## src/rtl/axis_pkg.sv

```systemverilog
// Shared helpers for the narrow-to-wide stream packer.
// Width, lane-count and keep-mask utilities.
package axis_pkg;

  localparam int PACKER_DATA_WIDTH = 8;
  localparam int PACKER_RATIO = 4;

  typedef logic [$clog2(PACKER_RATIO)-1:0] lane_cnt_t;

  function automatic int packer_out_w(
    input int dw,
    input int ratio
  );
    return dw * ratio;
  endfunction

  function automatic int packer_cnt_w(
    input int ratio
  );
    return $clog2(ratio);
  endfunction

  function automatic logic [63:0] keep_mask(
    input int lanes
  );
    if (lanes >= 64) return '1;
    return (64'd1 << lanes) - 64'd1;
  endfunction

endpackage

```

## src/rtl/axis_width_packer_if.sv

```systemverilog
// Narrow-in / wide-out stream bundle for axis_width_packer.
// last_in/last_out/keep_out exist only with AXIS_PACKER_LAST_EN.
interface axis_width_packer_if
  import axis_pkg::*;
#(
  parameter int DATA_WIDTH = 8,
  parameter int RATIO = 4
);

  logic valid_in;
  logic [DATA_WIDTH-1:0] data_in;
  logic ready_out;
  logic valid_out;
  logic [packer_out_w(DATA_WIDTH, RATIO)-1:0] data_out;
  logic ready_in;
`ifdef AXIS_PACKER_LAST_EN
  logic last_in;
  logic last_out;
  logic [RATIO-1:0] keep_out;
`endif

  modport slave (
    input  valid_in,
    input  data_in,
    output ready_out,
    output valid_out,
    output data_out,
`ifdef AXIS_PACKER_LAST_EN
    input  last_in,
    output last_out,
    output keep_out,
`endif
    input  ready_in
  );

  modport master (
    output valid_in,
    output data_in,
    input  ready_out,
    input  valid_out,
    input  data_out,
`ifdef AXIS_PACKER_LAST_EN
    output last_in,
    input  last_out,
    input  keep_out,
`endif
    output ready_in
  );

endinterface

```

## src/rtl/axis_width_packer.sv

```systemverilog
// Packs RATIO narrow beats into one wide word, first beat in LSBs.
// AXIS_PACKER_LAST_EN adds last-terminated partial words with keep.
module axis_width_packer
  import axis_pkg::*;
#(
  parameter int DATA_WIDTH = 8,
  parameter int RATIO = 4
) (
  input logic clk,
  input logic reset,
  axis_width_packer_if.slave bus
);

  localparam int OUT_W = packer_out_w(DATA_WIDTH, RATIO);
  localparam int CW = packer_cnt_w(RATIO);

  typedef logic [CW-1:0] cnt_t;

  localparam cnt_t LAST_LANE = cnt_t'(RATIO - 1);

  cnt_t count;
  logic [OUT_W-1:0] acc;
  logic [OUT_W-1:0] word;
  logic accept;
  logic full;
  logic done;
  logic take;

  assign full = (count == LAST_LANE);
  assign take = bus.valid_out & bus.ready_in;
  assign accept = bus.valid_in & bus.ready_out;

`ifdef AXIS_PACKER_LAST_EN
  // Any beat may complete a word, so every beat needs room downstream.
  assign bus.ready_out = ~bus.valid_out | bus.ready_in;
  assign done = accept & (full | bus.last_in);
`else
  assign bus.ready_out = ~full | ~bus.valid_out | bus.ready_in;
  assign done = accept & full;
`endif

  always_comb begin
    word = acc;
    for (int k = 0; k < RATIO; k++) begin
      if (cnt_t'(k) == count)
        word[k*DATA_WIDTH +: DATA_WIDTH] = bus.data_in;
`ifdef AXIS_PACKER_LAST_EN
      else if (cnt_t'(k) > count)
        word[k*DATA_WIDTH +: DATA_WIDTH] = '0;
`endif
    end
  end

  always_ff @(posedge clk) begin
    if (reset) begin
      count <= '0;
      acc <= '0;
      bus.valid_out <= 1'b0;
      bus.data_out <= '0;
`ifdef AXIS_PACKER_LAST_EN
      bus.last_out <= 1'b0;
      bus.keep_out <= '0;
`endif
    end else begin
      if (accept) begin
        acc <= word;
        count <= done ? '0 : count + cnt_t'(1);
      end
      if (done) begin
        bus.valid_out <= 1'b1;
        bus.data_out <= word;
`ifdef AXIS_PACKER_LAST_EN
        bus.last_out <= bus.last_in;
        bus.keep_out <= RATIO'(keep_mask(int'(count) + 1));
`endif
      end else if (take) begin
        bus.valid_out <= 1'b0;
      end
    end
  end

endmodule

```

## src/flat_wrapper.sv

```systemverilog
// flat-port wrapper written by rule: the top's interface ports become plain ports
module axis_width_packer_flat import axis_pkg::*;
#(
  parameter int DATA_WIDTH = 8,
  parameter int RATIO = 4
)
  (clk, reset, bus_valid_in, bus_data_in, bus_ready_out, bus_valid_out, bus_data_out, bus_ready_in);
  axis_width_packer_if #(.DATA_WIDTH(DATA_WIDTH), .RATIO(RATIO)) bus_i ();
  input logic clk;
  input logic reset;
  input wire logic [$bits(bus_i.valid_in)-1:0] bus_valid_in;
  input wire logic [$bits(bus_i.data_in)-1:0] bus_data_in;
  output wire logic [$bits(bus_i.ready_out)-1:0] bus_ready_out;
  output wire logic [$bits(bus_i.valid_out)-1:0] bus_valid_out;
  output wire logic [$bits(bus_i.data_out)-1:0] bus_data_out;
  input wire logic [$bits(bus_i.ready_in)-1:0] bus_ready_in;
  assign bus_i.valid_in = bus_valid_in;
  assign bus_i.data_in = bus_data_in;
  assign bus_ready_out = bus_i.ready_out;
  assign bus_valid_out = bus_i.valid_out;
  assign bus_data_out = bus_i.data_out;
  assign bus_i.ready_in = bus_ready_in;
  axis_width_packer #(.DATA_WIDTH(DATA_WIDTH), .RATIO(RATIO)) u_core (.clk(clk), .reset(reset), .bus(bus_i));
endmodule
```

## config.mk

```make
export PLATFORM = sky130hd
export DESIGN_NAME = axis_width_packer_flat
export DESIGN_NICKNAME = d
export VERILOG_FILES = /design/src/rtl/axis_pkg.sv /design/src/rtl/axis_width_packer_if.sv /design/src/rtl/axis_width_packer.sv /design/src/flat_wrapper.sv
export SDC_FILE = /design/constraint.sdc
export NUM_CORES = 1
export LEC_CHECK = 0
export ABC_AREA = 0
export BUFFER_PORTS_ARGS = -buffer_cell sky130_fd_sc_hd__buf_2
export CAP_MARGIN = 10
export CORE_AREA = 2 2 72 74
export CTS_BUF_LIST = sky130_fd_sc_hd__clkbuf_16
export DETAILED_ROUTE_END_ITERATION = 6
export DIE_AREA = 0 0 74 76
export HOLD_SLACK_MARGIN = 0.08
export PLACE_DENSITY = 0.8
export SLEW_MARGIN = 20
export SYNTH_ARGS = -nofsm -noshare
export SYNTH_HDL_FRONTEND = slang
export SYNTH_SLANG_ARGS = --single-unit
export TNS_END_PERCENT = 20
```

## constraint.sdc

```tcl
create_clock -name clk -period 3.78 [get_ports clk]
set_clock_uncertainty 0.2 [all_clocks]
set_input_delay 0.756 -clock clk [delete_from_list [all_inputs] [get_ports clk]]
set_output_delay 0.756 -clock clk [all_outputs]
set_load 0.02 [all_outputs]
```

Yosys cells after proc, flatten, opt, wreduce, memory -nomap -nowiden:

Index checks and enable logic that the tools add are counted.

* $add $sub $neg: 1
* divide/modulo/power cells: 0
* shifts and indexed selects: 0
* reduce and logical (&&, ||, !) cells: 2
* multiply operators: 0
* mux-type cells: 7
* bitwise operators: 7
* magnitude comparators: 0
* eq/ne operators: 4

Operators with widths (count)
* 8-bit two-way mux: 4
* 2-bit equality test (first input constant): 2
* 1-bit bitwise AND: 3
* 2-bit by 1-bit adder with 2-bit output (second input constant): 1
* 1-bit by 2-bit equality test with 1-bit output (first input constant): 1
* 2-bit equality test (second input constant): 1
* 2-bit zero test: 1
* 1-bit two-way mux: 2
* 2-bit two-way mux: 1
* 1-bit inverter: 2
* 1-bit bitwise OR: 2
* 2-bit nonzero test: 1

* RAM bits: 0
* memory bits (read-only): 0
* register bits after elaboration: 67
* bits in latches: 0
* memories: 0

Longest topological paths before layout:

Gate-level depths: netlist (run 1).

* depth after elaboration: 7
* mapped depth: 6
* mapped depth without buffers: 4

Worst setup path before layout (run 1):

Ideal clock, no wire load.

* path type: input to output
* start point: in bus_ready_in
* end point: out bus_ready_out
* required time: 2.824 ns
* arrival time: 0.960 ns
* stages on the path: 1
* setup slack: 1.864 ns
* path through: nand3b_4

* word-level cells in the longest chain between the ends: 1

RTL lines
* from (decl): RTL line flat_wrapper.sv:16 `input wire logic [$bits(bus_i.ready_in)-1:0] bus_ready_in;`
* 1-bit bitwise OR: RTL line axis_width_packer.sv:38 `assign bus.ready_out = ~full | ~bus.valid_out | bus.ready_in;`
* to (decl): RTL line flat_wrapper.sv:13 `output wire logic [$bits(bus_i.ready_out)-1:0] bus_ready_out;`

Every way passes these cells.

Worst setup path after layout (run 1):

* start point: reg u_core.count[0]
* end point: out bus_ready_out

* word-level cells in the longest chain between the ends: 4

RTL lines
* from (decl): RTL line axis_width_packer.sv:21 `cnt_t count;`
* from (signal assigned): RTL line axis_width_packer.sv:67 `count <= done ? '0 : count + cnt_t'(1);`
* 2-bit equality test: RTL line axis_width_packer.sv:29 `assign full = (count == LAST_LANE);`
* 1-bit inverter: RTL line axis_width_packer.sv:38
* 1-bit bitwise OR (2 in a row): RTL line axis_width_packer.sv:38

Every way passes these cells.

==> results of run 1 <==
-- through the flow --
| step | power [mW] | instances | utilization |
|---|---|---|---|
| after floorplan | 0.780 | 261 | - |
| after global placement | 0.809 | 354 | 0.585 |
| after detailed placement | 0.813 | 354 | 0.585 |
| after CTS | 1.50 | 370 | 0.636 |
| after global routing | 1.55 | 370 | 0.636 |
| final | 1.49 | 370 | 0.636 |
-- final timing paths --
check,start,endpoint,slack [ns]
max,u_core.count[0],bus_ready_out,1.44
max reg2reg,u_core.count[0],u_core.bus.data_out[1],1.56
min reg2reg,u_core.acc[3],u_core.acc[3],0.26
min,u_core.acc[3],u_core.acc[3],0.26
-- registers in the layout (all words and copies together) (netlist names) --
signal and flops:
u_core.bus.data_out 32, u_core.acc 24, u_core.count 2, u_core.bus.valid_out 1
-- cells by family (layout without fill, tap and decap cells) --
group,count (synthesis),count (layout),share of synthesized area
AND/OR/NAND/NOR,55,55,0.104
adder cells (fa/ha/maj),4,4,0.0183
AO/OA/AOI/OAI,66,66,0.190
buffers and inverters,28,67,0.0760
multiplexers,49,49,0.179
flip-flops,59,59,0.432
-- per-layer routing --
metal,vias to the layer above,track usage
met3,11,0.0437
met2,49,0.373
met1,1004,0.275
li1,1000,-
met4,0,0.125
met5,-,0
-- where the power goes --
part | internal, mW | total (mW) | switching (mW) | leakage, nW
clock | 0.427 | 0.686 | 0.259 | 0.138
sequential | 0.643 | 0.654 | 0.0109 | 0.478
combinational | 0.0568 | 0.146 | 0.0888 | 0.734
total | 1.13 | 1.49 | 0.359 | 1.35
-- worst max-delay path, stage by stage (launching register included) --
cell and delay, ns:
dfxtp_1 0.40, ha_1 0.30, nand3b_4 0.16, buf_2 0.19
-- placed cells by master, fill, tap and decap left out --
cell	Yosys	final
a211oi_1	2	2
a211oi_2	22	22
a21oi_1	29	29
a21oi_2	4	4
a31o_2	1	1
and2_4	1	1
and2b_4	1	1
and3_2	1	1
and3_4	1	1
buf_2	7	45
buf_4	4	3
clkbuf_16	0	9
clkinv_1	1	3
clkinv_2	0	2
dfxtp_1	59	59
ha_1	4	4
inv_1	2	5
mux2i_1	49	49
nand2_1	36	36
nand2b_1	1	1
nand3_1	9	9
nand3_2	2	2
nand3b_4	1	1
nor2_4	1	1
nor4b_1	1	1
o21ai_0	8	8
-- cell type report --
class                           count  area share
Timing Repair Buffer               48      0.0793
Multi-Input combinational cell    174       0.430
Inverter                            3     0.00360
Clock inverter                      7     0.00921
Tap cell                           70      0.0280
Clock buffer                        9      0.0721
Sequential cell                    59       0.378
==> metrics, run 1 <==
outcome=completed; static leakage=1.35 nW; Post-synth top cells=dfxtp_1, mux2i_1, nand2_1, a21oi_1, a211oi_2; Worst Hold Class=flip-flop to flip-flop; synthesized flop and latch total=59; largest net degree at the start of global routing=36; Die Wd=74 um; Routed WL per cell=15.7 um; Synth area leader=dfxtp_1; Worst setup SP type=flip-flop; DRT Pass-1 Iters=4; footprint of the multi-input gates=0.00134 mm^2; cts hold-fix bufs=0; crit path DAT=1.38 ns; met1 wire length=2440 um; Iteration-0 DRC Markers=117; RePlAce Congestion=0.767; Cells on Worst Hold Path=2; pre-CTS setup slack=1.34 ns; main area contributors after synthesis=dfxtp_1, mux2i_1, a211oi_2, a21oi_1, nand2_1; Die Ht=76 um; DR vias=2064; clk root buf=clkbuf_16; Core Region=0.00491 mm^2; Setup CP Type=flip-flop to output pin; Setup WS post-layout=1.44 ns; Routed Wire Length=5830 um; die area=0.00562 mm^2; Cells after Synth=261; Layout area overhead=14.4%; PortBufs=45; maxcap violations=0; CP max FO=7; GR Util All Layers=0.228; Final Hold Viols=0; fillers=415; RSZ-0062 raised after global routing=false; Starting Density=0.556; cell row count=26; Final min period=2.34 ns; CTS H-Tree Depth=3; pwr dens=476 mW/mm^2; Storage cell area=0.00118 mm^2; Post-CTS Resized=0; CP endpoint kind=output pin; post-CTS setup buffers=0; final-report setup violation count=0; most frequent cell after synthesis=dfxtp_1; number of diodes=0; grt ovf=0; nets@finish=311; max layer used=met4; first-pass GRT wire length=9840 um; DP HPWL=3820 um; initial antenna violation count=0; Mapped Nets=277; Slew @ Worst Pin=0.833 ns; Hold WS=0.256 ns; Sink Count=59; Netlist Area Pre-Place=0.00273 mm^2; CTS buffer count=9; number of global-route vias before repair=2065; Worst Path Required=2.82 ns; r2r worst-path depth=4; Rel. slew slack=0.443; Ports=46; Remaining DRCs=0; Routed met3 length=203 um; final setup TNS=0 ns; register area share after synthesis=0.432; maximum clock frequency=428 MHz; CTS tree=done; post-route ant nets=0; Yosys cell types=30; Max Slew Vio Count=0; Post-synth EDFFs=0; Clock Tree Buf Depth=2; asr flop ratio synth=0; post-synth top area share=0.432; Clock Pin Slew Worst Setup and Hold Paths=0.05 ns; layout cells sized above 1=0.313; Yosys Warn Count=0; mean post-synth cell area=10.5 um^2; Area after DPL=0.00287 mm^2; Clock Latency Late Sink=0.32 ns; routed vias/inst=5.58; Final period util=0.618; Peak VDD IR=264 uV; fin area=0.00313 mm^2; Synth Flop Type=dfxtp_1; metal2 WL=3040 um
Note: power is estimated with default switching activity, not from simulation.
==> run 2: changes to the inputs <==
--- a/config.mk
+++ b/config.mk
@@ -5,15 +5,15 @@
 export SDC_FILE = /design/constraint.sdc
 export NUM_CORES = 1
 export LEC_CHECK = 0
-export ABC_AREA = 0
+export ABC_AREA = 1
 export BUFFER_PORTS_ARGS = -buffer_cell sky130_fd_sc_hd__buf_2
 export CAP_MARGIN = 10
-export CORE_AREA = 2 2 72 74
+export CORE_AREA = 2 2 79 81
 export CTS_BUF_LIST = sky130_fd_sc_hd__clkbuf_16
 export DETAILED_ROUTE_END_ITERATION = 6
-export DIE_AREA = 0 0 74 76
+export DIE_AREA = 0 0 81 83
 export HOLD_SLACK_MARGIN = 0.08
-export PLACE_DENSITY = 0.8
+export PLACE_DENSITY = 0.74
 export SLEW_MARGIN = 20
 export SYNTH_ARGS = -nofsm -noshare
 export SYNTH_HDL_FRONTEND = slang
==> constraint.sdc (replaced) <==
create_clock -name clk -period 1.95 [get_ports clk]
set_clock_uncertainty 0.2 [all_clocks]
set_input_delay 0.39 -clock clk [delete_from_list [all_inputs] [get_ports clk]]
set_output_delay 0.39 -clock clk [all_outputs]
set_load 0.02 [all_outputs]
==> run 2 against run 1 <==
- critical endpoint unchanged
- area after synthesis rose by 5.2%
- flip-flop and latch count did not move
- sequential share of layout area fell by 3.1 points
- worst hold slack got worse by 0.063 ns
==> metrics, run 2 <==
outcome=completed; number of global-route vias before repair=2383; Storage cell area=0.00118 mm^2; Largest register FFs=32; Clock Tree Buf Depth=2; CTS buffer count=9; routed vias/inst=4.66; cell row count=28; Layout area overhead=18.6%; Synth area leader=dfxtp_1; fillers=579; PortBufs=45; clk root buf=clkbuf_16; largest net degree at the start of global routing=37; Peak VDD IR=656 uV; footprint of the multi-input gates=0.00128 mm^2; Post-synth top cells=nand2_1, inv_1, dfxtp_1, nor2_1, o21bai_1; die area=0.00672 mm^2; synthesized flop and latch total=59; Post-CTS Resized=0; Yosys cell types=14; final-report setup violation count=0; Remaining DRCs=0; Worst Hold Class=input pin to flip-flop; mean post-synth cell area=6.67 um^2; Yosys Warn Count=0; Worst setup SP type=flip-flop; DRT Pass-1 Iters=4; Final Hold Viols=0; register with the most flip-flops=u_core.bus.data_out; Ports=46; Clock Pin Slew Worst Setup and Hold Paths=0.05 ns; Rel. slew slack=0.716; biggest regs=u_core.bus.data_out (32), u_core.acc (24), u_core.count (2); first-pass GRT wire length=10600 um; most frequent cell after synthesis=nand2_1; Final period util=0.960; crit path DAT=1.28 ns; Power, Total=2.93 mW; post-CTS setup buffers=0; Synth Flop Type=dfxtp_1; layout cells sized above 1=0.143; Max Slew Vio Count=0; Post-synth EDFFs=0; CTS H-Tree Depth=3; pwr dens=859 mW/mm^2; GR Util All Layers=0.201; Routed WL per cell=10.9 um; Routed Wire Length=6000 um; Setup CP Type=flip-flop to output pin; Final min period=1.87 ns; Slew @ Worst Pin=0.426 ns; Sink Count=59; Die Wd=81 um; Mapped Nets=447; most frequent cells in the layout=nand2_1, inv_1, dfxtp_1; final setup TNS=0 ns; DR vias=2566; Worst Path Required=1.36 ns; register area share after synthesis=0.411; RSZ-0062 raised after global routing=false; RePlAce Congestion=0.764; Cells after Synth=431; post-synth top area share=0.411; CP endpoint kind=output pin; CP max FO=5; nets@finish=488; most common cell after layout, fill and taps aside=nand2_1; initial antenna violation count=0; Die Ht=83 um; DP HPWL=3970 um; asr flop ratio synth=0; Starting Density=0.494; Clock Latency Late Sink=0.32 ns; Netlist Area Pre-Place=0.00288 mm^2; number of diodes=0; CTS tree=done; grt ovf=0; maxcap violations=0; post-route ant nets=0; Core Region=0.00582 mm^2; static leakage=1.81 nW; maximum clock frequency=534 MHz; Iteration-0 DRC Markers=137; cts hold-fix bufs=0; main area contributors after synthesis=dfxtp_1, nand2_1, o21bai_1, inv_1, nor2_1
==> run 2: layout make-up <==
class	instances	area share
clock buffers	9	0.0661
clock inverters	6	0.00734
inverters	78	0.0859
multi-input cells	269	0.375
flip-flops and latches	59	0.346
well taps	75	0.0275
repair buffers	55	0.0917
==> run 2: through the flow <==
stage	hold slack [ns]	instance area [um^2]	setup slack [ns]	instances	utilization
floorplan	0.252	2880	0.404	431	-
global placement	0.260	3160	0.399	536	0.543
detailed placement	0.272	3160	0.331	536	0.543
CTS	0.182	3410	0.0503	551	0.586
global route	0.225	3410	0.00148	551	0.586
finish	0.192	3410	0.0773	551	0.586
==> run 2: kinds of logic after synthesis <==
family,count (synthesis),share of synthesized area
compound gates,76,0.171
buf+inv,103,0.144
flops,59,0.411
simple gates,189,0.257
fa+ha+maj,4,0.0174
==> run 2: routing by layer <==
layer	track usage	up-vias	share of wire
met5	0	-	0
met4	0.0786	0	0.018
met3	0.0489	10	0.065
met2	0.322	65	0.46
met1	0.256	1116	0.46
li1	-	1375	-
==> run 2: where the power goes <==
part | leakage [nW] | switching [mW] | internal, mW
clock | 0.129 | 0.488 | 0.825
combinational | 1.20 | 0.203 | 0.126
sequential | 0.481 | 0.0267 | 1.26
==> run 2: worst max-delay path, stage by stage, from the launching register on <==
cell	delay [ns]
dfxtp_1	0.39
ha_1	0.29
nand3_2	0.12
buf_2	0.17
==> run 2: path summary, 6_finish.rpt <==
kind / from / end / slack (ns) / cells past startpoint
setup / recovery: u_core.count[0] / bus_ready_out / 0.08 / 3
hold / removal: bus_data_in[2] / u_core.bus.data_out[26] / 0.19 / 3
hold reg to reg: u_core.acc[14] / u_core.acc[14] / 0.28 / 2
setup reg to reg: u_core.count[0] / u_core.acc[17] / 0.30 / 5
==> run 3: changes to the inputs <==
==> constraint.sdc (replaced) <==
create_clock -name clk -period 1.6 [get_ports clk]
set_clock_uncertainty 0.2 [all_clocks]
set_input_delay 0.32 -clock clk [delete_from_list [all_inputs] [get_ports clk]]
set_output_delay 0.32 -clock clk [all_outputs]
set_load 0.02 [all_outputs]
==> run 3 against run 2 <==
- register-to-register slack worse by 0.23 ns
- wire length up 3.6%
- flip-flop and latch count unchanged
- critical path depth unchanged
- sequential share of layout area is 0.67 points lower
- clock power is 21% higher
- final cell count increased by 0.54%
- worst setup slack lost 0.065 ns
==> metrics, run 3 (same netlist as run 2, synthesis figures left out) <==
maximum clock frequency=630 MHz; Int Pwr=2.69 mW; Final min period=1.59 ns; Worst Hold Class=input pin to flip-flop; largest net degree at the start of global routing=35; cell row count=28; first-pass GRT wire length=10700 um; pre-CTS setup slack=-0.0108 ns; register with the most flip-flops=u_core.bus.data_out; layout cells sized above 1=0.157; maxcap violations=0; Core Region=0.00582 mm^2; static leakage=1.84 nW; Max Slew Vio Count=0; die area=0.00672 mm^2; Starting Density=0.494; nets@finish=493; Routed WL per cell=11.2 um; post-route ant nets=0; Slew @ Worst Pin=0.409 ns; Die Wd=81 um; end-of-flow core utilization=0.602; Clock Latency Late Sink=0.32 ns; RSZ-0062 raised after global routing=true; initial antenna violation count=0; number of global-route vias before repair=2450; RePlAce Congestion=0.764; DRT Pass-1 Iters=4; Peak VDD IR=618 uV; sequential share of power=0.441; Cells on Worst Hold Path=3; Setup CP Type=flip-flop to output pin; CTS tree=done; most common cell after layout, fill and taps aside=nand2_1; Final period util=0.992; Die Ht=83 um; number of diodes=0; Setup WS post-layout=0.0127 ns; grt ovf=0; CTS buffer count=9; Clock Tree Buf Depth=2; DP HPWL=4110 um; Psw=870 uW; GR Util All Layers=0.204; Clock Pin Slew Worst Setup and Hold Paths=0.05 ns; routed vias/inst=4.78; Rel. slew slack=0.727; CTS H-Tree Depth=3; Remaining DRCs=0; most frequent cells in the layout=nand2_1, inv_1, nor2_1, dfxtp_1; outcome=completed; sw frac=0.245; Routed Wire Length=6210 um; PortBufs=45; Ports=46; Worst Path Required=1.08 ns; CP endpoint kind=output pin; Clock power frac=0.443; Iteration-0 DRC Markers=132; biggest regs=u_core.bus.data_out (32), u_core.acc (24), u_core.count (2); r2r worst-path depth=7; Sink Count=59; clk root buf=clkbuf_16; CP max FO=5; Layout area overhead=21.7%; pwr dens=1020 mW/mm^2; Largest register FFs=32; final-report setup violation count=0; DR vias=2646; Final Hold Viols=0; Logic pwr share=0.116; Worst setup SP type=flip-flop; crit path DAT=1.07 ns
## run 3: final timing paths
path	startpoint	end	slack, ns
worst min-delay path	bus_data_in[4]	u_core.bus.data_out[28]	0.13
worst min register to register	u_core.acc[10]	u_core.acc[10]	0.28
worst max register to register	u_core.count[0]	u_core.acc[19]	0.07
worst max-delay path	u_core.count[0]	bus_ready_out	0.01
## run 3: what timing repair did
| action | 4_1_cts | 5_1_grt |
|---|---|---|
| hold buffers | 1 | 0 |
| endpoints found under the setup margin | 10 | 12 |
| hold endpoints to repair | 2 | 0 |
| pin swaps | 1 | 0 |
| gates resized for setup | 9 | 2 |
| setup buffers | 2 | 0 |
## run 3: cell type report
cell class              instances  area [um^2]
well taps                      75         93.8
multi-input cells             269         1300
flip-flops and latches         59         1190
inverters                      78          293
repair buffers                 60          384
clock inverters                 4         15.0
clock buffers                   9          225
fillers                       573         2320
## run 3: worst max-delay path, cell delays in order (launching register included)
cell and delay (ns):
dfxtp_4 0.37, ha_4 0.15, nand3_4 0.08, buf_6 0.14
## run 3: metal layers
metal,vias up,share of wire,GRT usage,wire length (um)
met5,-,0,0,0
li1,1384,-,-,-
met2,67,0.47,0.329,2920
met3,12,0.064,0.0511,396
met4,0,0.023,0.108,141
met1,1183,0.44,0.246,2750
## run 3: through the flow
step	setup TNS (ns)	total power, mW	hold slack, ns	instances	instance area [um^2]
floorplan	0	1.89	0.252	431	2880
finish	0	3.56	0.127	554	3500
detailed placement	-0.0170	2.00	0.271	538	3200
CTS	0	3.60	0.119	554	3500
global placement	0	1.99	0.260	538	3200
global route	-0.0246	3.72	0.154	554	3500
## run 3: power by group through the flow
stage	logic, mW	registers [mW]	clock network, mW
after global placement	0.396	1.59	0
after global routing	0.473	1.57	1.68
after detailed placement	0.406	1.59	0
after CTS	0.413	1.57	1.62
final	0.412	1.57	1.58
after floorplan	0.286	1.60	0
